===== config.mk =====
export PLATFORM = sky130hd
export DESIGN_NAME = alu_arbiter
export DESIGN_NICKNAME = d
export VERILOG_FILES = /design/src/rtl/alu_pkg.sv /design/src/rtl/alu.sv /design/src/rtl/rr_arbiter.sv /design/src/rtl/alu_arbiter.sv
export SDC_FILE = /design/constraint.sdc
export NUM_CORES = 1
export LEC_CHECK = 0
export CAP_MARGIN = 30
export CELL_PAD_IN_SITES_DETAIL_PLACEMENT = 0
export CELL_PAD_IN_SITES_GLOBAL_PLACEMENT = 1
export CORE_ASPECT_RATIO = 0.7
export CORE_MARGIN = 4
export CORE_UTILIZATION = 39
export CTS_CLUSTER_DIAMETER = 100
export DETAILED_ROUTE_END_ITERATION = 7
export PLACE_DENSITY = 0.9
export SYNTH_ARGS = -nofsm -noshare
export SYNTH_HDL_FRONTEND = slang
export SYNTH_HIERARCHICAL = 1
export SYNTH_SLANG_ARGS = --single-unit

===== constraint.sdc =====
create_clock -name clk_i -period 7.7 [get_ports clk_i]
set_clock_uncertainty 0.1 [all_clocks]
set_input_delay 2.31 -clock clk_i [delete_from_list [all_inputs] [get_ports clk_i]]
set_output_delay 2.31 -clock clk_i [all_outputs]
set_load 0.01 [all_outputs]

===== src/rtl/alu_pkg.sv =====
// Shared opcode definitions for the arbitrated ALU.
// Opcode groups live in op[5:1]; op[0] picks SUB and SLL.
package alu_pkg;

  typedef logic [5:0] alu_op_t;

  localparam alu_op_t OP_ADD = 6'b000000;
  localparam alu_op_t OP_SUB = 6'b000001;
  localparam alu_op_t OP_SRL = 6'b000010;
  localparam alu_op_t OP_SLL = 6'b000011;
  localparam alu_op_t OP_SRA = 6'b000100;
  localparam alu_op_t OP_XOR = 6'b001000;
  localparam alu_op_t OP_OR  = 6'b010000;
  localparam alu_op_t OP_AND = 6'b100000;

  localparam logic [4:0] G_ADD = 5'b00000;
  localparam logic [4:0] G_SHF = 5'b00001;
  localparam logic [4:0] G_SRA = 5'b00010;
  localparam logic [4:0] G_XOR = 5'b00100;
  localparam logic [4:0] G_OR  = 5'b01000;
  localparam logic [4:0] G_AND = 5'b10000;

  function automatic logic op_legal(alu_op_t op);
    return op[5:1] inside {G_ADD, G_SHF, G_SRA, G_XOR, G_OR, G_AND};
  endfunction

endpackage


===== src/rtl/alu.sv =====
// Combinational integer ALU shared by all requesters.
// Wraps on ADD/SUB; shift amount is the low log2(WIDTH) bits of b.
module alu
  import alu_pkg::*;
#(
  parameter int WIDTH = 32
) (
  input  alu_op_t          op,
  input  logic [WIDTH-1:0] a,
  input  logic [WIDTH-1:0] b,
  output logic [WIDTH-1:0] y
);

  localparam int SW = $clog2(WIDTH);

  logic [SW-1:0] sh;

  assign sh = b[SW-1:0];

  always_comb begin
    y = '0;
    case (op[5:1])
      G_ADD:   y = op[0] ? a - b : a + b;
      G_SHF:   y = op[0] ? a << sh : a >> sh;
      G_SRA:   y = $unsigned($signed(a) >>> sh);
      G_XOR:   y = a ^ b;
      G_OR:    y = a | b;
      G_AND:   y = a & b;
      default: y = '0;
    endcase
  end

endmodule


===== src/rtl/rr_arbiter.sv =====
// Round-robin arbiter: grants the first request at or after ptr.
// ptr moves past the winner only when the grant is taken.
module rr_arbiter #(
  parameter int N = 4
) (
  input  logic         clk,
  input  logic         rst,
  input  logic [N-1:0] req,
  input  logic         advance,
  output logic [N-1:0] grant
);

  localparam int PW = $clog2(N);

  logic [PW-1:0] ptr;
  logic [PW-1:0] win;
  logic [PW-1:0] idx;
  logic          found;

  always_comb begin
    grant = '0;
    win   = '0;
    idx   = '0;
    found = 1'b0;
    for (int i = 0; i < N; i++) begin
      idx = PW'((int'(ptr) + i) % N);
      if (!found && req[idx]) begin
        found      = 1'b1;
        grant[idx] = 1'b1;
        win        = idx;
      end
    end
  end

  always_ff @(posedge clk or posedge rst) begin
    if (rst) begin
      ptr <= '0;
    end else if (advance) begin
      ptr <= (int'(win) == N - 1) ? '0 : win + 1'b1;
    end
  end

endmodule


===== src/rtl/alu_arbiter.sv =====
// Shares one ALU among NUM_REQ requesters: S1 operands, S2 result.
// Build option ALU_ARB_ILLEGAL_OP_EN flags illegal opcodes on rsp_err_o.
module alu_arbiter
  import alu_pkg::*;
#(
  parameter int WIDTH   = 32,
  parameter int NUM_REQ = 4,
  parameter int ID_W    = $clog2(NUM_REQ)
) (
  input  logic                     clk_i,
  input  logic                     rst_i,
  input  logic [NUM_REQ-1:0]       req_valid_i,
  output logic [NUM_REQ-1:0]       req_ready_o,
  input  logic [NUM_REQ*6-1:0]     req_op_i,
  input  logic [NUM_REQ*WIDTH-1:0] req_a_i,
  input  logic [NUM_REQ*WIDTH-1:0] req_b_i,
  output logic                     rsp_valid_o,
  input  logic                     rsp_ready_i,
  output logic [ID_W-1:0]          rsp_id_o,
  output logic [WIDTH-1:0]         rsp_result_o,
  output logic                     rsp_err_o
);

  logic [NUM_REQ-1:0] grant;
  logic               s1_valid;
  logic               s2_valid;
  logic               s1_free;
  logic               s2_load;
  logic               accept;
  alu_op_t            s1_op;
  alu_op_t            sel_op;
  logic [WIDTH-1:0]   s1_a;
  logic [WIDTH-1:0]   s1_b;
  logic [WIDTH-1:0]   sel_a;
  logic [WIDTH-1:0]   sel_b;
  logic [WIDTH-1:0]   alu_y;
  logic [WIDTH-1:0]   s2_next;
  logic [WIDTH-1:0]   s2_result;
  logic [ID_W-1:0]    s1_id;
  logic [ID_W-1:0]    s2_id;
  logic [ID_W-1:0]    sel_id;

  assign s2_load     = !s2_valid || rsp_ready_i;
  assign s1_free     = !s1_valid || s2_load;
  assign req_ready_o = grant & {NUM_REQ{s1_free && !rst_i}};
  assign accept      = |req_ready_o;

  rr_arbiter #(
    .N(NUM_REQ)
  ) u_arb (
    .clk    (clk_i),
    .rst    (rst_i),
    .req    (req_valid_i),
    .advance(accept),
    .grant  (grant)
  );

  always_comb begin
    sel_op = '0;
    sel_a  = '0;
    sel_b  = '0;
    sel_id = '0;
    for (int k = 0; k < NUM_REQ; k++) begin
      if (grant[k]) begin
        sel_op = req_op_i[k*6 +: 6];
        sel_a  = req_a_i[k*WIDTH +: WIDTH];
        sel_b  = req_b_i[k*WIDTH +: WIDTH];
        sel_id = ID_W'(k);
      end
    end
  end

  alu #(
    .WIDTH(WIDTH)
  ) u_alu (
    .op(s1_op),
    .a (s1_a),
    .b (s1_b),
    .y (alu_y)
  );

`ifdef ALU_ARB_ILLEGAL_OP_EN
  logic s1_bad;
  logic s2_err;

  assign s1_bad    = !op_legal(s1_op);
  assign s2_next   = s1_bad ? '0 : alu_y;
  assign rsp_err_o = s2_err;

  always_ff @(posedge clk_i or posedge rst_i) begin
    if (rst_i) begin
      s2_err <= 1'b0;
    end else if (s2_load && s1_valid) begin
      s2_err <= s1_bad;
    end
  end
`else
  assign s2_next   = alu_y;
  assign rsp_err_o = 1'b0;
`endif

  always_ff @(posedge clk_i or posedge rst_i) begin
    if (rst_i) begin
      s1_valid  <= 1'b0;
      s1_op     <= '0;
      s1_a      <= '0;
      s1_b      <= '0;
      s1_id     <= '0;
      s2_valid  <= 1'b0;
      s2_result <= '0;
      s2_id     <= '0;
    end else begin
      if (s1_free) begin
        s1_valid <= accept;
        if (accept) begin
          s1_op <= sel_op;
          s1_a  <= sel_a;
          s1_b  <= sel_b;
          s1_id <= sel_id;
        end
      end
      if (s2_load) begin
        s2_valid <= s1_valid;
        if (s1_valid) begin
          s2_result <= s2_next;
          s2_id     <= s1_id;
        end
      end
    end
  end

  assign rsp_valid_o  = s2_valid;
  assign rsp_id_o     = s2_id;
  assign rsp_result_o = s2_result;

endmodule

==> key figures, run 1 <==
Timing
  • Total negative slack: 0 ns
  • Max-slew headroom: 0.225
  • PnR worst setup slack: approximately 0.13 ns
  • Max Clock Freq: about 130 MHz
  • Unrepaired setup endpoints after global routing: no
  • Final setup vio count: 0
  • Final hold vios: 0
  • Final worst-path cycle share: 0.983
  • Worst-Margin Slew: approximately 1.2 ns
  • Max-slew violations: 0
  • Final Critical Period: 7.57 ns

Clock tree
  • Worst skew pair latency: about 0.40 ns
  • CTS clk-pin slew, worst paths: 0.06 ns
  • Buffer levels on the longest clock path: 2
  • Number of setup buffers added after CTS: 0
  • Hold buffers post-CTS: 0
  • CTS tree: yes
  • CTS resizes: 0
  • H-Tree Depth: 3
  • Clk root buf: clkbuf_16
  • # clock sinks: 110
  • CTS Buf Count: 9

Yosys
  • Ys async rst share: 1.00
  • Top_reg_cell synth: dfrtp_1
  • Synth Warn #: 6
  • Syn Nets: ~2300
  • #FFs+latches synth: between 100 and 150
  • Post-synth EDFFs: 0
  • Mapped Cells: around 1900
  • Syn avg cell area: about 8.1 um2
  • Sequential element share of the synthesized area: 0.179
  • Post-synthesis instance area: 0.0154 mm2
  • Yosys cell types: 86

Worst setup path
  • Critical Path, Cell by Cell: clkdlybuf4s50_1 -> mux4_1 -> or3_1 -> a211oi_1 -> buf_4 -> a22oi_1 -> o21ai_4 -> and3_1 -> clkdlybuf4s50_1
  • Peak fanout along the critical path: 8
  • CP dominant cell by count: clkdlybuf4s50_1
  • Worst Path Arrival: 5.16 ns
  • Slowest CP cell: mux4_1
  • CP startpoint kind: input pin
  • Worst Path Required: 5.29 ns
  • Critical path type: input pin to output port
  • Worst R2R Path Depth: 17
  • CP Capture Type: output port
  • Crit-path max cell delay: 0.60 ns

Die
  • Initial core utilization: 0.397
  • Core area: between 0.03 and 0.04 mm2
  • Die Y: 174 um
  • FP Rows: 60
  • Die Width: around 250 um
  • I/O Pins: roughly 330
  • Full die area: ~0.043 mm2

GRT
  • First-pass GRT wire length: between 90000 and 100000 um
  • Total gr overflow: 0
  • Total track usage: 0.289
  • Antenna violations before repair: 1
  • Vias in the first global route: 16200
  • Largest net degree at the start of global routing: between 70 and 80

Finish
  • Non-Filler Instances: roughly 2700
  • Nets: around 2500
  • Share of cells above drive strength 1: 0.124
  • Antenna cells: 0
  • Area grow syn2layout: 24.7%
  • Final core utilization: 0.495

Place
  • Pre-CTS WS: 0.117 ns
  • Dpl cells: approximately 2600
  • DP Wirelength: roughly 50000 um
  • PortBufs: 325
  • Final GP Congestion: 1.08

Route
  • DRC: 0
  • Detailed Route Iter0 Violations: about 1800
  • Drt via density: about 6.3
  • Final WL: approximately 64000 um
  • 1st-pass router iterations: 5
  • Via count: around 17000
  • Post-DRT Antenna Nets: 0
  • Avg WL per Cell: 24.2 um

Min path
  • Hold Crit Depth: 1
  • Hold WC Path Type: flop to flop

Run
  • Maxcap violations: 0

Run status
  • Run status: finished, final reports clean
==> path summary, 6_finish.rpt <==
path                                  startpoint                to  slack (ns)
worst max-delay path              req_valid_i[0]    req_ready_o[2]        0.13
worst min-delay path            rsp_result_o[31]  rsp_result_o[31]        0.41
worst max register to register           s1_b[1]  rsp_result_o[29]        2.03
worst min register to register  rsp_result_o[31]  rsp_result_o[31]        0.41
max in group asynchronous                  rst_i   rsp_result_o[5]        3.62
min in group asynchronous                  rst_i      u_arb/ptr[0]        2.25
==> layer usage <==
layer | part of all wire | up-vias | global-route usage
met1 | 0.42 | 8045 | 0.384
met2 | 0.42 | 930 | 0.427
met3 | 0.13 | 130 | 0.119
met5 | 0.0023 | - | 0.0226
met4 | 0.032 | 4 | 0.0905
li1 | - | 7480 | -
==> cell families (layout without fill, tap and decap cells) <==
group	Yosys count	after routing	share of synthesized area
flip-flops	110	110	0.179
AO/OA/AOI/OAI	679	679	0.301
XOR/XNOR	56	56	0.0324
adder cells (fa/ha/maj)	103	103	0.0844
AND/OR/NAND/NOR	511	511	0.174
other	1	1	0.000244
buffers and inverters	308	527	0.0877
multiplexers	139	139	0.141
==> synthesized netlist by cell type (16+ instances only) <==
cell / n / area, um2
a21oi_1: 226 / 1130
inv_1: 145 / 544
nand2_1: 132 / 495
nor2_1: 119 / 447
dfrtp_1: 110 / 2750
o21ai_0: 106 / 531
ha_1: 102 / 1280
clkbuf_1: 79 / 297
nand3b_1: 74 / 556
nor2b_1: 74 / 463
a21oi_2: 72 / 631
o32a_1: 70 / 701
mux4_2: 55 / 1240
buf_2: 48 / 240
mux2_2: 48 / 541
xnor2_1: 42 / 368
mux2i_1: 34 / 340
nand3_1: 25 / 125
a221oi_1: 24 / 210
a31oi_1: 22 / 138
nor3_1: 22 / 110
o211ai_1: 21 / 158
a211oi_1: 20 / 150
buf_6: 16 / 180
==> sequential cells by signal, indices dropped and copies added, names as in the netlist <==
register / flops
rsp_valid_o: 1
s1_b: 32
rsp_id_o: 2
s1_valid: 1
s1_a: 32
s1_id: 2
s1_op: 6
rsp_result_o: 32
u_arb/ptr: 2
==> layout by cell type (no fill, tap or decap), types with 4 or more instances in the layout <==
cell type / instances
a211o_1: 7
a211oi_1: 20
a21o_1: 12
a21oi_1: 226
a21oi_2: 72
a221o_1: 7
a221oi_1: 24
a22oi_1: 14
a311o_1: 4
a31oi_1: 22
and2_1: 4
and3_1: 14
buf_4: 36
clkbuf_16: 9
clkdlybuf4s50_1: 325
dfrtp_1: 105
ha_1: 102
inv_1: 144
mux2_2: 48
mux2i_1: 34
mux4_2: 55
nand2_1: 131
nand2b_1: 8
nand3_1: 25
nand3b_1: 74
nand4_1: 8
nor2_1: 119
nor2b_1: 74
nor3_1: 22
nor4_1: 4
o211ai_1: 21
o21a_1: 7
o21ai_0: 102
o21ai_4: 4
o22ai_1: 14
o31ai_1: 6
o32a_1: 70
or2_2: 4
xnor2_1: 42
xor2_1: 13
==> through the flow <==
stage	hold WS, ns	area [um2]
final	0.409	19200
after global routing	0.424	19200
after CTS	0.413	19100
after detailed placement	0.395	18900
after global placement	0.389	18800
after floorplan	0.362	15400
==> critical path: cells and delay by family <==
kind / cells / cell delay (ns)
compound gates: 3 / 0.43
simple gates: 2 / 0.56
buf+inv: 3 / 1.25
mux: 1 / 0.60
==> final cells by class <==
| cell class | count | area [um2] |
|---|---|---|
| multi-input combinational | 1489 | 11300 |
| fill | 3751 | 19500 |
| timing repair buffer | 363 | 3560 |
| inverter | 148 | 558 |
| clock buffer | 10 | 229 |
| tap | 527 | 659 |
| clock inverter | 6 | 57.6 |
| sequential | 110 | 2760 |
Power of run 1 is not shown: default switching activity piles up to over one toggle a cycle in this logic, so the estimate is an artifact.
==> inputs of run 2 (changes only) <==
--- a/config.mk
+++ b/config.mk
@@ -10,10 +10,11 @@
 export CELL_PAD_IN_SITES_GLOBAL_PLACEMENT = 1
 export CORE_ASPECT_RATIO = 0.7
 export CORE_MARGIN = 4
-export CORE_UTILIZATION = 39
+export CORE_UTILIZATION = 40
+export CTS_BUF_LIST = sky130_fd_sc_hd__clkbuf_4 sky130_fd_sc_hd__clkbuf_8
 export CTS_CLUSTER_DIAMETER = 100
 export DETAILED_ROUTE_END_ITERATION = 7
-export PLACE_DENSITY = 0.9
+export PLACE_DENSITY = 0.92
 export SYNTH_ARGS = -nofsm -noshare
 export SYNTH_HDL_FRONTEND = slang
 export SYNTH_HIERARCHICAL = 1
==> key figures, run 2 (same netlist as run 1, synthesis figures left out) <==
Worst setup path
  • Flop-to-flop setup slack: roughly 2.0 ns
  • Cell family with most CP delay: buffers and inverters
  • Worst Path Required: ~5.3 ns
  • CP Depth: 8
  • Critical path type: input pin to output port
  • Critical path buffers and inverters: 2
  • CP startpoint kind: input pin
  • Slowest CP cell: mux4_2
  • CP Capture Type: output port
  • CP dominant cell by count: clkdlybuf4s50_1
  • Worst Path Arrival: 5.23 ns
  • Crit-path max cell delay: 0.59 ns
  • Critical Path, Cell by Cell: clkdlybuf4s50_1 -> mux4_2 -> or3_1 -> a211oi_2 -> a22oi_1 -> o21ai_4 -> and3_1 -> clkdlybuf4s50_1
  • Peak fanout along the critical path: 8
  • Worst R2R Path Depth: 17

Timing
  • Final setup vio count: 0
  • Final worst-path cycle share: 0.992
  • Final Critical Period: between 7 and 8 ns
  • Max Clock Freq: 131 MHz
  • Final hold vios: 0
  • Max-slew headroom: 0.185
  • PnR worst setup slack: 0.0645 ns
  • Max-slew violations: 0
  • Worst-Margin Slew: around 1.2 ns

GRT
  • Antenna violations before repair: 3
  • Total track usage: 0.296
  • First-pass GRT wire length: between 90000 and 100000 um
  • Largest net degree at the start of global routing: 76
  • Vias in the first global route: about 16000
  • Total gr overflow: 0

Die
  • Full die area: between 0.04 and 0.05 mm2
  • Die Width: between 200 and 250 um
  • Die Y: ~170 um
  • I/O Pins: 327
  • Initial core utilization: 0.410
  • FP Rows: between 50 and 60
  • Core area: approximately 0.038 mm2

Place
  • DP Wirelength: between 40000 and 50000 um
  • Final GP Congestion: 1.08
  • Pre-CTS WS: ~0.021 ns
  • PortBufs: about 330

Min path
  • Hold Crit Depth: 1
  • Hold WC Path Type: flop to flop

Route
  • Post-DRT Antenna Nets: 0
  • Final WL: between 60000 and 70000 um
  • Detailed Route Iter0 Violations: ~2300
  • Avg WL per Cell: around 25 um
  • Drt via density: 6.31
  • DRC: 0
  • 1st-pass router iterations: 6
  • Via count: approximately 17000

Clock tree
  • Clk root buf: clkbuf_8
  • CTS Buf Count: 9
  • Buffer levels on the longest clock path: 2
  • H-Tree Depth: 3
  • Worst skew pair latency: about 0.46 ns
  • CTS clk-pin slew, worst paths: approximately 0.10 ns
  • # clock sinks: 110
  • CTS tree: yes

Finish
  • Commonest cells after routing, fill and taps aside: clkdlybuf4s50_1 (325), a21oi_1 (226), inv_1 (144), nand2_1 (131), nor2_1 (119)
  • Area grow syn2layout: 24.3%
  • Most common cell after layout, fill and taps aside: clkdlybuf4s50_1
  • FILL cells: 3521
  • Multi-input logic area: approximately 0.011 mm2
  • Share of cells above drive strength 1: 0.126
  • Nets: 2515
  • Register area: around 0.0028 mm2

Run
  • Maxcap violations: 0

Run status
  • Run status: finished, final reports clean
run 2: repair_timing:
item	4_1_cts	5_1_grt
setup endpoints to repair	0	4
buffers inserted	0	0
resized for setup	0	1
hold buffers	0	0
run 2: path summary, 6_finish.rpt:
check,startpoint,end
hold reg to reg,rsp_result_o[9],rsp_result_o[9]
max in group asynchronous,rst_i,s1_b[1]
hold / removal,rsp_result_o[9],rsp_result_o[9]
min in group asynchronous,rst_i,u_arb/ptr[0]
setup / recovery,req_valid_i[2],req_ready_o[3]
setup reg to reg,s1_b[2],rsp_result_o[29]
run 2: stage by stage:
step                      instances  setup TNS, ns  instance area, um2   util  hold WS, ns
after floorplan                1907              0               15400      -        0.362
after global placement         2599              0               18800  0.502        0.387
after detailed placement       2602              0               18900  0.503        0.394
after CTS                      2618              0               19100  0.509        0.422
after global routing           2618       -0.00940               19100  0.509        0.432
final                          2619              0               19100  0.509        0.417
run 2: cell type report:
type                            count  share of cell area
Clock buffer                        9             0.00649
Inverter                          148              0.0292
Clock inverter                      7             0.00563
Antenna cell                        1            0.000131
Tap cell                          488              0.0320
Multi-Input combinational cell   1489               0.593
Timing Repair Buffer              367               0.189
Sequential cell                   110               0.145
run 2: routing by layer:
layer,track usage,share of wire
met2,0.452,0.43
met3,0.0972,0.12
met1,0.413,0.43
met4,0.0575,0.019
met5,0,0.00020
Power of run 2 is left out for the same reason.
